[src/rtl/pi_capture_pkg.sv]
// Shared definitions for the Pi frame-capture scheduler: FSM encoding,
// frame geometry and the phases reserved for the video-output reader.
package pi_capture_pkg;

    typedef enum logic [2:0] {
        IDLE,
        ARM,
        CAP_ODD,
        CAP_EVEN,
        DRAIN
    } cap_state_t;

    localparam int LINE_DOTS   = 720;
    localparam int FIELD_LINES = 288;
    localparam int FRAME_LINES = 2 * FIELD_LINES;

    localparam logic [2:0] READ_SLOT_A = 3'd1;
    localparam logic [2:0] READ_SLOT_B = 3'd4;

    function automatic logic is_read_slot(input logic [2:0] phase);
        return (phase == READ_SLOT_A) || (phase == READ_SLOT_B);
    endfunction

endpackage

[src/rtl/pi_capture_fifo.sv]
// Small synchronous FIFO buffering captured {address, pixel} pairs until the
// frame-store port has a free write slot. A full FIFO accepts a push when it pops.
module pi_capture_fifo #(
    parameter int WIDTH = 35,
    parameter int DEPTH = 4
) (
    input  logic                   i_clk,
    input  logic                   i_nReset,
    input  logic                   i_push,
    input  logic                   i_pop,
    input  logic [WIDTH-1:0]       i_wData,
    output logic [WIDTH-1:0]       o_rData,
    output logic                   o_full,
    output logic                   o_empty,
    output logic [$clog2(DEPTH):0] o_count
);

    localparam int PTR_W = $clog2(DEPTH);

    logic [WIDTH-1:0] r_mem [DEPTH];
    logic [PTR_W-1:0] r_wrPtr;
    logic [PTR_W-1:0] r_rdPtr;
    logic [PTR_W:0]   r_count;
    logic             w_push;
    logic             w_pop;

    assign w_pop  = i_pop && (r_count != '0);
    assign w_push = i_push && ((r_count != (PTR_W + 1)'(DEPTH)) || w_pop);

    always_ff @(posedge i_clk or negedge i_nReset) begin
        if (!i_nReset) begin
            r_wrPtr <= '0;
            r_rdPtr <= '0;
            r_count <= '0;
        end else begin
            if (w_push)
                r_wrPtr <= r_wrPtr + 1'b1;
            if (w_pop)
                r_rdPtr <= r_rdPtr + 1'b1;
            case ({w_push, w_pop})
                2'b10:   r_count <= r_count + 1'b1;
                2'b01:   r_count <= r_count - 1'b1;
                default: r_count <= r_count;
            endcase
        end
    end

    // Storage carries data only; validity is tracked by the pointers above.
    always_ff @(posedge i_clk) begin
        if (w_push)
            r_mem[r_wrPtr] <= i_wData;
    end

    assign o_rData = r_mem[r_rdPtr];
    assign o_full  = (r_count == (PTR_W + 1)'(DEPTH));
    assign o_empty = (r_count == '0);
    assign o_count = r_count;

endmodule

[src/rtl/pi_capture_scheduler.sv]
// Captures one interlaced Pi DPI frame (odd field then even field) into the
// single-port frame store, sharing the port with the video-output reader.
module pi_capture_scheduler #(
    parameter int DATA_W     = 16,
    parameter int ADDR_W     = 19,
    parameter int LINE_DOTS  = pi_capture_pkg::LINE_DOTS,
    parameter int FIFO_DEPTH = 4
) (
    input  logic              pixelClockX6,
    input  logic              nReset,
    input  logic [2:0]        pixelClockPhase,
    input  logic              vsync_pi,
    input  logic              displayEnabled_pi,
    input  logic              isFieldOdd_pi,
    input  logic [9:0]        frameLine_pi,
    input  logic [9:0]        fieldLineDot_pi,
    input  logic [DATA_W-1:0] pixelData_pi,
    input  logic              captureReq,
    input  logic              continuous,
    input  logic              clearOverflow,
    input  logic              rdReq,
    input  logic [ADDR_W-1:0] rdAddr,
    output logic              rdAck,
    output logic              rdValid,
    output logic [DATA_W-1:0] rdData,
    output logic [ADDR_W-1:0] memAddr,
    output logic              memWe,
    output logic              memRe,
    output logic [DATA_W-1:0] memWData,
    input  logic [DATA_W-1:0] memRData,
    input  logic              memReady,
    output logic              busy,
    output logic              captureDone,
    output logic              overflow
);

    import pi_capture_pkg::*;

    localparam int ENTRY_W = ADDR_W + DATA_W;
    localparam int CNT_W   = $clog2(FIFO_DEPTH) + 1;

    cap_state_t        r_state;
    cap_state_t        w_nextState;
    logic              r_prevVSync;
    logic              r_rdValid;
    logic              r_overflow;

    logic              w_phase0;
    logic              w_fieldStart;
    logic              w_capturing;
    logic              w_coordLegal;
    logic              w_pushReq;
    logic              w_rdGrant;
    logic              w_wrGrant;
    logic              w_overflowSet;
    logic              w_captureDone;
    logic              w_fifoFull;
    logic              w_fifoEmpty;
    logic [CNT_W-1:0]  w_fifoCount;
    logic [ADDR_W-1:0] w_pixAddr;
    logic [ADDR_W-1:0] w_headAddr;
    logic [DATA_W-1:0] w_headData;
    logic [ENTRY_W-1:0] w_fifoHead;

    assign w_phase0     = (pixelClockPhase == 3'd0);
    assign w_fieldStart = w_phase0 && vsync_pi && !r_prevVSync;
    assign w_capturing  = (r_state == CAP_ODD) || (r_state == CAP_EVEN);
    assign w_coordLegal = (frameLine_pi < 10'(FRAME_LINES)) && (fieldLineDot_pi < 10'(LINE_DOTS));
    assign w_pixAddr    = ADDR_W'(frameLine_pi) * ADDR_W'(LINE_DOTS) + ADDR_W'(fieldLineDot_pi);
    assign w_pushReq    = w_capturing && w_phase0 && displayEnabled_pi && w_coordLegal;

    // Reads own their slot outright; writes take every other ready cycle.
    assign w_rdGrant     = nReset && memReady && rdReq && is_read_slot(pixelClockPhase);
    assign w_wrGrant     = nReset && memReady && !w_rdGrant && !w_fifoEmpty;
    assign w_overflowSet = w_pushReq && w_fifoFull && !w_wrGrant;

    pi_capture_fifo #(
        .WIDTH (ENTRY_W),
        .DEPTH (FIFO_DEPTH)
    ) u_fifo (
        .i_clk    (pixelClockX6),
        .i_nReset (nReset),
        .i_push   (w_pushReq),
        .i_pop    (w_wrGrant),
        .i_wData  ({w_pixAddr, pixelData_pi}),
        .o_rData  (w_fifoHead),
        .o_full   (w_fifoFull),
        .o_empty  (w_fifoEmpty),
        .o_count  (w_fifoCount)
    );

    assign {w_headAddr, w_headData} = w_fifoHead;

    always_comb begin
        w_nextState   = r_state;
        w_captureDone = 1'b0;
        unique case (r_state)
            IDLE:     if (captureReq) w_nextState = ARM;
            ARM:      if (w_fieldStart && isFieldOdd_pi) w_nextState = CAP_ODD;
            CAP_ODD:  if (w_fieldStart) w_nextState = CAP_EVEN;
            CAP_EVEN: if (w_fieldStart) w_nextState = DRAIN;
            DRAIN: begin
                if (w_fifoCount == '0) begin
                    w_captureDone = 1'b1;
                    w_nextState   = continuous ? ARM : IDLE;
                end
            end
            default:  w_nextState = IDLE;
        endcase
    end

    always_ff @(posedge pixelClockX6 or negedge nReset) begin
        if (!nReset) begin
            r_state     <= IDLE;
            r_prevVSync <= 1'b1;
            r_rdValid   <= 1'b0;
            r_overflow  <= 1'b0;
        end else begin
            r_state   <= w_nextState;
            r_rdValid <= w_rdGrant;
            if (w_phase0)
                r_prevVSync <= vsync_pi;
            if (w_overflowSet)
                r_overflow <= 1'b1;
            else if (clearOverflow)
                r_overflow <= 1'b0;
        end
    end

    assign memWe       = w_wrGrant;
    assign memRe       = w_rdGrant;
    assign rdAck       = w_rdGrant;
    assign memAddr     = w_rdGrant ? rdAddr : (w_wrGrant ? w_headAddr : '0);
    assign memWData    = w_wrGrant ? w_headData : '0;
    assign rdValid     = r_rdValid;
    assign rdData      = r_rdValid ? memRData : '0;
    assign busy        = (r_state != IDLE);
    assign captureDone = w_captureDone;
    assign overflow    = r_overflow;

endmodule

[config.mk]
export PLATFORM = sky130hd
export DESIGN_NAME = pi_capture_scheduler
export DESIGN_NICKNAME = d
export VERILOG_FILES = /design/src/rtl/pi_capture_pkg.sv /design/src/rtl/pi_capture_fifo.sv /design/src/rtl/pi_capture_scheduler.sv
export SDC_FILE = /design/constraint.sdc
export NUM_CORES = 1
export LEC_CHECK = 0
export ABC_AREA = 1
export CORE_MARGIN = 2
export CORE_UTILIZATION = 40
export CTS_CLUSTER_DIAMETER = 80
export DETAILED_ROUTE_END_ITERATION = 7
export PLACE_DENSITY = 0.6
export SLEW_MARGIN = 10
export SYNTH_ARGS = -nofsm -noshare
export SYNTH_HDL_FRONTEND = slang
export SYNTH_SLANG_ARGS = --single-unit
[constraint.sdc]
create_clock -name pixelClockX6 -period 3.9 [get_ports pixelClockX6]
set_input_delay 0.78 -clock pixelClockX6 [delete_from_list [all_inputs] [get_ports pixelClockX6]]
set_output_delay 0.78 -clock pixelClockX6 [all_outputs]
set_load 0.05 [all_outputs]
Yosys cells after proc, flatten, opt, wreduce, memory -nomap -nowiden
Memory sizes are Yosys's and may differ from the RTL's. Index checks and enable logic that the tools add are counted. W data, S select, Z words.

Muxes and demuxes: 18. $lt $le $gt $ge: 2. $add $sub $neg: 5. Eq/ne operators: 15. Reductions and logical operators: 31. Multiply operators: 1.

Operators by type and width (number): $mux W19 (2); $mux W16 (2); $lt A10 B10 Y1 const B (2); $add A19 B10 Y19 (1); $logic_and A1 B1 Y1 (16); $mul A10 B6 Y15 const B (1); $mux W3 (5); $pmux W3 S5 (1); $ne A2 B2 Y1 const B (5); $eq A3 B3 Y1 const B (3); $logic_not A3 Y1 (3); $mux W1 (7); $eq A3 B1 Y1 const B (2); $eq A3 B2 Y1 const B (2); $pmux W3 S2 (1); $reduce_bool A3 Y1 (2); $reduce_and A5 Y1 (1); $add A2 B1 Y2 const B (2); $logic_not A1 Y1 (4); $reduce_bool A2 Y1 (2); $add A3 B1 Y3 const B (1); $logic_or A1 B1 Y1 (3); $ne A3 B3 Y1 const B (1); $sub A3 B1 Y3 const B (1); other kinds (2) (2).

Register bits after elaboration: 13. Output and inout port bits: 58. Word-level logic and storage cells: 80. Memories kept: 1. Memory bits (writable): 140. Input port bits: 84.

Memories: u_fifo.r_mem (words 4, width 35, rd ports 1, clocked after memory_dff 0, write ports 1, RTL line pi_capture_fifo.sv:20) `logic [WIDTH-1:0] r_mem [DEPTH];`.

Logic depth before layout (Yosys ltp)
Gate-level depths: netlist of the first run.

Word-level depth: 11. Mapped depth: 20. Mapped depth without buffers: 20.

Cells and area by module
Synthesis of the first run repeated with hierarchy kept, for this count alone.

Cells, all modules: 802. Area total of the unflattened synthesis: 8159.1 um2.

By module, submodules not included: pi_capture_fifo (times used 1, cells an instance 394, area an instance 5625.4 um2); pi_capture_scheduler (times used 1, cells an instance 408, area an instance 2533.7 um2).

Least setup slack after synthesis of the first run
Ideal clock, no wire load.

Path kind: input to register. Start: input frameLine_pi[2]. End: memory u_fifo.r_mem[0][32] (data pin). Setup time: 180 ps. Required time: 3720 ps. Path slack: -106 ps. Arrival time: 3825 ps. Stages on the path: 15. Cells stage by stage: ha_1 > ha_1 > inv_1 > fa_1 > inv_1 > ha_1 > fa_1 > ha_1 > a21oi_1 > o21ai_0 > or2_2 > nand2_1 > nor2_2 > nand2_1 > xor2_1.

Longest elaborated chain between the ends: 2.

RTL lines: start, declared (RTL line pi_capture_scheduler.sv:15) `input logic [9:0] frameLine_pi,`; $mul A10 B6 Y15 (RTL line pi_capture_scheduler.sv:69) `assign w_pixAddr = ADDR_W'(frameLine_pi) * ADDR_W'(LINE_DOTS) + ADDR_W'(fieldLineDot_pi);`; $add A19 B10 Y19 (RTL line pi_capture_scheduler.sv:69); net u_fifo.i_wData[32] (RTL line pi_capture_fifo.sv:11) `input logic [WIDTH-1:0] i_wData,`; end, declared (RTL line pi_capture_fifo.sv:20).

The timed path passes the listed nets, and every way through them passes these cells.

Worst setup path after layout of the first run
Start: input frameLine_pi[8]. End: memory u_fifo.r_mem[2][32] (data pin).

Same word-level chain as after synthesis.

==> metrics, run 1 <==
gr ovfl total 0; first-pass GRT wire length 29400 um; worst hold path startpoint r_prevVSync$_DFFE_PN1N_; Final ANT Viol Nets 0; commonest cells after routing, fill and taps aside edfxtp_1 (140), nor2_1 (123), inv_1 (105), clkdlybuf4s50_1 (94), nand2_1 (91); iteration count of the initial detailed-routing pass 4; H-Tree Depth 4; Yosys cell types 36; via/cell ratio 4.79; Arr. time, crit path 3.87 ns; CP Max Fanout 6; max-cap violation count 0; Clk pwr share 23.7%; Post-Syn Area 8110 um2; Synth area leaders edfxtp_1 (52%), nor2_1 (6.0%), ha_1 (5.9%); synthesis-stage register bit count 153; CTS Root Cell clkbuf_16; register area share after synthesis 55.9%; # hold bufs at CTS 0; Iter 0 DRT Violations 388; core area 20000 um2; most common cell after layout, fill and taps aside edfxtp_1; Yosys warning count 0; TritonCTS clock tree built; Worst VDD drop 0.406 mV; share of layout cells above drive strength 1 18.5%; Initial Util 40.4%; switch share 38.1%; Startpoint Class primary input; Synth top area share 51.9%; FF-to-FF End u_fifo.o_count[2]$_DFFE_PN0P_; Critical Path End Type register; largest net degree at the start of global routing 71; WHS 0.507 ns; Hold Path Class reg -> reg; Synth area leader edfxtp_1; power density over the cells 605 nW/um2; die height 146 um; Fin. Hold Viols 0; Die W 146 um; # setup viols final 0; post-CTS setup buffers 0; die area 21400 um2; Crit Path Class in -> reg; f_max 270 MHz; Total Neg Setup Slack 0 ns; clk slew on worst S/H paths 0.06 ns; area growth from synthesis to layout 40.1%; Tmin final 3.70 ns; Max Root-Sink Buffers 2; synthesized instance count 802; P_leak 4.65 nW; vias in the first global route 5994; Detailed Place HPWL 12900 um; drt wl/cell 14.2 um; Avg Inst Size Synth 10.1 um2; Period Utilization, post-route 95.0%; Syn Nets 939; worst endpoint required time 4.07 ns; antenna violations before repair 0; Finished Layout Cells 1274; worst-margin pin slew 0.863 ns; sink of the worst hold path r_prevVSync$_DFFE_PN1N_; PortBufs 141; # rows 52; relative slew slack 42.4%; dpl cells 1242; RSZ-0062 raised after global routing no; Worst R2R Start u_fifo.o_count[0]$_DFFE_PN0P_; outcome finished clean; Switch Pwr 2.61 mW; Clock Sinks 153; number of diodes 0; final WL 18100 um; internal power 4.25 mW; routability cong. 0.780; Final Max Tran Viols 0; Worst Skew 0.00581 ns; Total Routing Usage GR 17.3%; I/O pin cnt 142; Worst-Skew Late Latency 0.42 ns; Hold Path Stages 2; part of the power in registers 30.0%; R2R depth 12; Reg2Reg Setup Slack 1.75 ns; part of the power in combinational logic 46.4%; detailed-route via count 6106; TritonCTS Buffers 17; fin nets 1128; Residual DRC 0
==> cell families after synthesis <==
logic type      share of synthesized area, %
simple gates                            14.8
flops                                   55.9
compound gates                          10.8
buf+inv                                 6.73
fa+ha+maj                               9.57
xor+xnor                                2.15
==> metrics by stage <==
| stage | total power [mW] | cell area [um2] | util (%) | worst slack (ns) |
|---|---|---|---|---|
| 4_1_cts | 6.88 | 11300 | 56.2 | 0.00599 |
| 2_1_floorplan | 4.05 | 8140 | - | 0.0608 |
| 6_report | 6.87 | 11400 | 56.7 | 0.196 |
| 5_1_grt | 7.33 | 11400 | 56.7 | 0.0224 |
| 3_5_place_dp | 5.25 | 10600 | 53.0 | -0.606 |
| 3_3_place_gp | 5.21 | 10600 | 53.0 | -0.556 |
==> worst max path at each step <==
| stage | startpoint | to | slack, ns |
|---|---|---|---|
| 2_1_floorplan | frameLine_pi[2] | u_fifo.r_mem[0][32]$_DFFE_PP_ | 0.06 |
| 3_3_place_gp | frameLine_pi[2] | u_fifo.r_mem[3][32]$_DFFE_PP_ | -0.56 |
| 3_5_place_dp | frameLine_pi[2] | u_fifo.r_mem[1][32]$_DFFE_PP_ | -0.61 |
| 4_1_cts | frameLine_pi[1] | u_fifo.r_mem[3][32]$_DFFE_PP_ | 0.006 |
| 5_1_grt | frameLine_pi[8] | u_fifo.r_mem[1][33]$_DFFE_PP_ | 0.02 |
| 6_report | frameLine_pi[8] | u_fifo.r_mem[2][32]$_DFFE_PP_ | 0.20 |
==> power by group through the flow <==
stage	clock [mW]	combinational, mW	sequential [mW]
6_report	1.62	3.18	2.06
5_1_grt	1.72	3.54	2.07
4_1_cts	1.66	3.17	2.06
3_5_place_dp	0	3.16	2.09
3_3_place_gp	0	3.12	2.09
2_1_floorplan	0	1.97	2.08
==> critical path, stage by stage <==
cell             delay, ns
clkdlybuf4s50_1       0.42
ha_1                  0.27
inv_1                 0.06
fa_1                  0.50
fa_1                  0.51
inv_1                 0.06
ha_4                  0.26
a21oi_1               0.15
buf_4                 0.15
nor2_1                0.04
nor2_1                0.13
nand3_1               0.10
nand2_2               0.15
nand2_1               0.10
xor2_2                0.16
==> area by class of cell <==
class / count / area [um2]
fill: 1794 / 8680
sequential: 153 / 4530
multi-input combinational: 506 / 3230
timing repair buffer: 201 / 2240
clock buffer: 18 / 429
inverter: 112 / 420
tap: 270 / 338
clock inverter: 14 / 163
==> registers in the layout, indices dropped and copies added (netlist names) <==
| name | cells |
|---|---|
| overflow | 1 |
| r_prevVSync | 1 |
| r_state | 3 |
| rdValid | 1 |
| u_fifo.o_count | 3 |
| u_fifo.r_mem | 140 |
| u_fifo.r_rdPtr | 2 |
| u_fifo.r_wrPtr | 2 |
==> synth_stat cells <==
cell type and n:
o21bai_1 3, nand3b_1 1, inv_1 105, nor2_1 129, clkbuf_1 26, nand3_1 24, nand3_2 3, xor2_2 1
nor2_4 3, a21oi_1 27, fa_1 15, xnor2_1 2, o21ai_1 1, nor2_2 2, dfrtp_1 12, edfxtp_1 140
o31ai_1 1, buf_2 4, or2_0 1, nand2_1 94, inv_2 6, nor3_2 1, ha_1 38, xor2_1 16
o22ai_1 19, a22o_1 19, dfstp_2 1, nand2_2 11, nand4_1 7, o21ai_4 1, buf_4 1, a31oi_1 1
clkinv_1 1, or2_2 1, o21ai_0 80, nor3_1 5
==> metal layers <==
layer / global-route usage, % / wire length [um] / share of wire (%) / up-vias
met4: 6.21 / 331 / 1.8 / 0
met1: 21.0 / 7830 / 43 / 2854
met2: 30.7 / 9050 / 50 / 143
met5: 0 / 0 / 0 / -
li1: - / - / - / 3086
met3: 3.66 / 837 / 4.6 / 23
==> timing repair <==
item | 4_1_cts | 5_1_grt
setup endpoints to repair | 28 | 32
gates resized for setup | 9 | 23
pin swaps | 3 | 4
Power figures use the tool's default switching activity.
==> inputs of run 2 (changes only) <==
Settings changed: SKIP_LAST_GASP from default to 1.
==> results of run 2 <==
The final DEF is identical to that of run 1; final timing and power are the same.
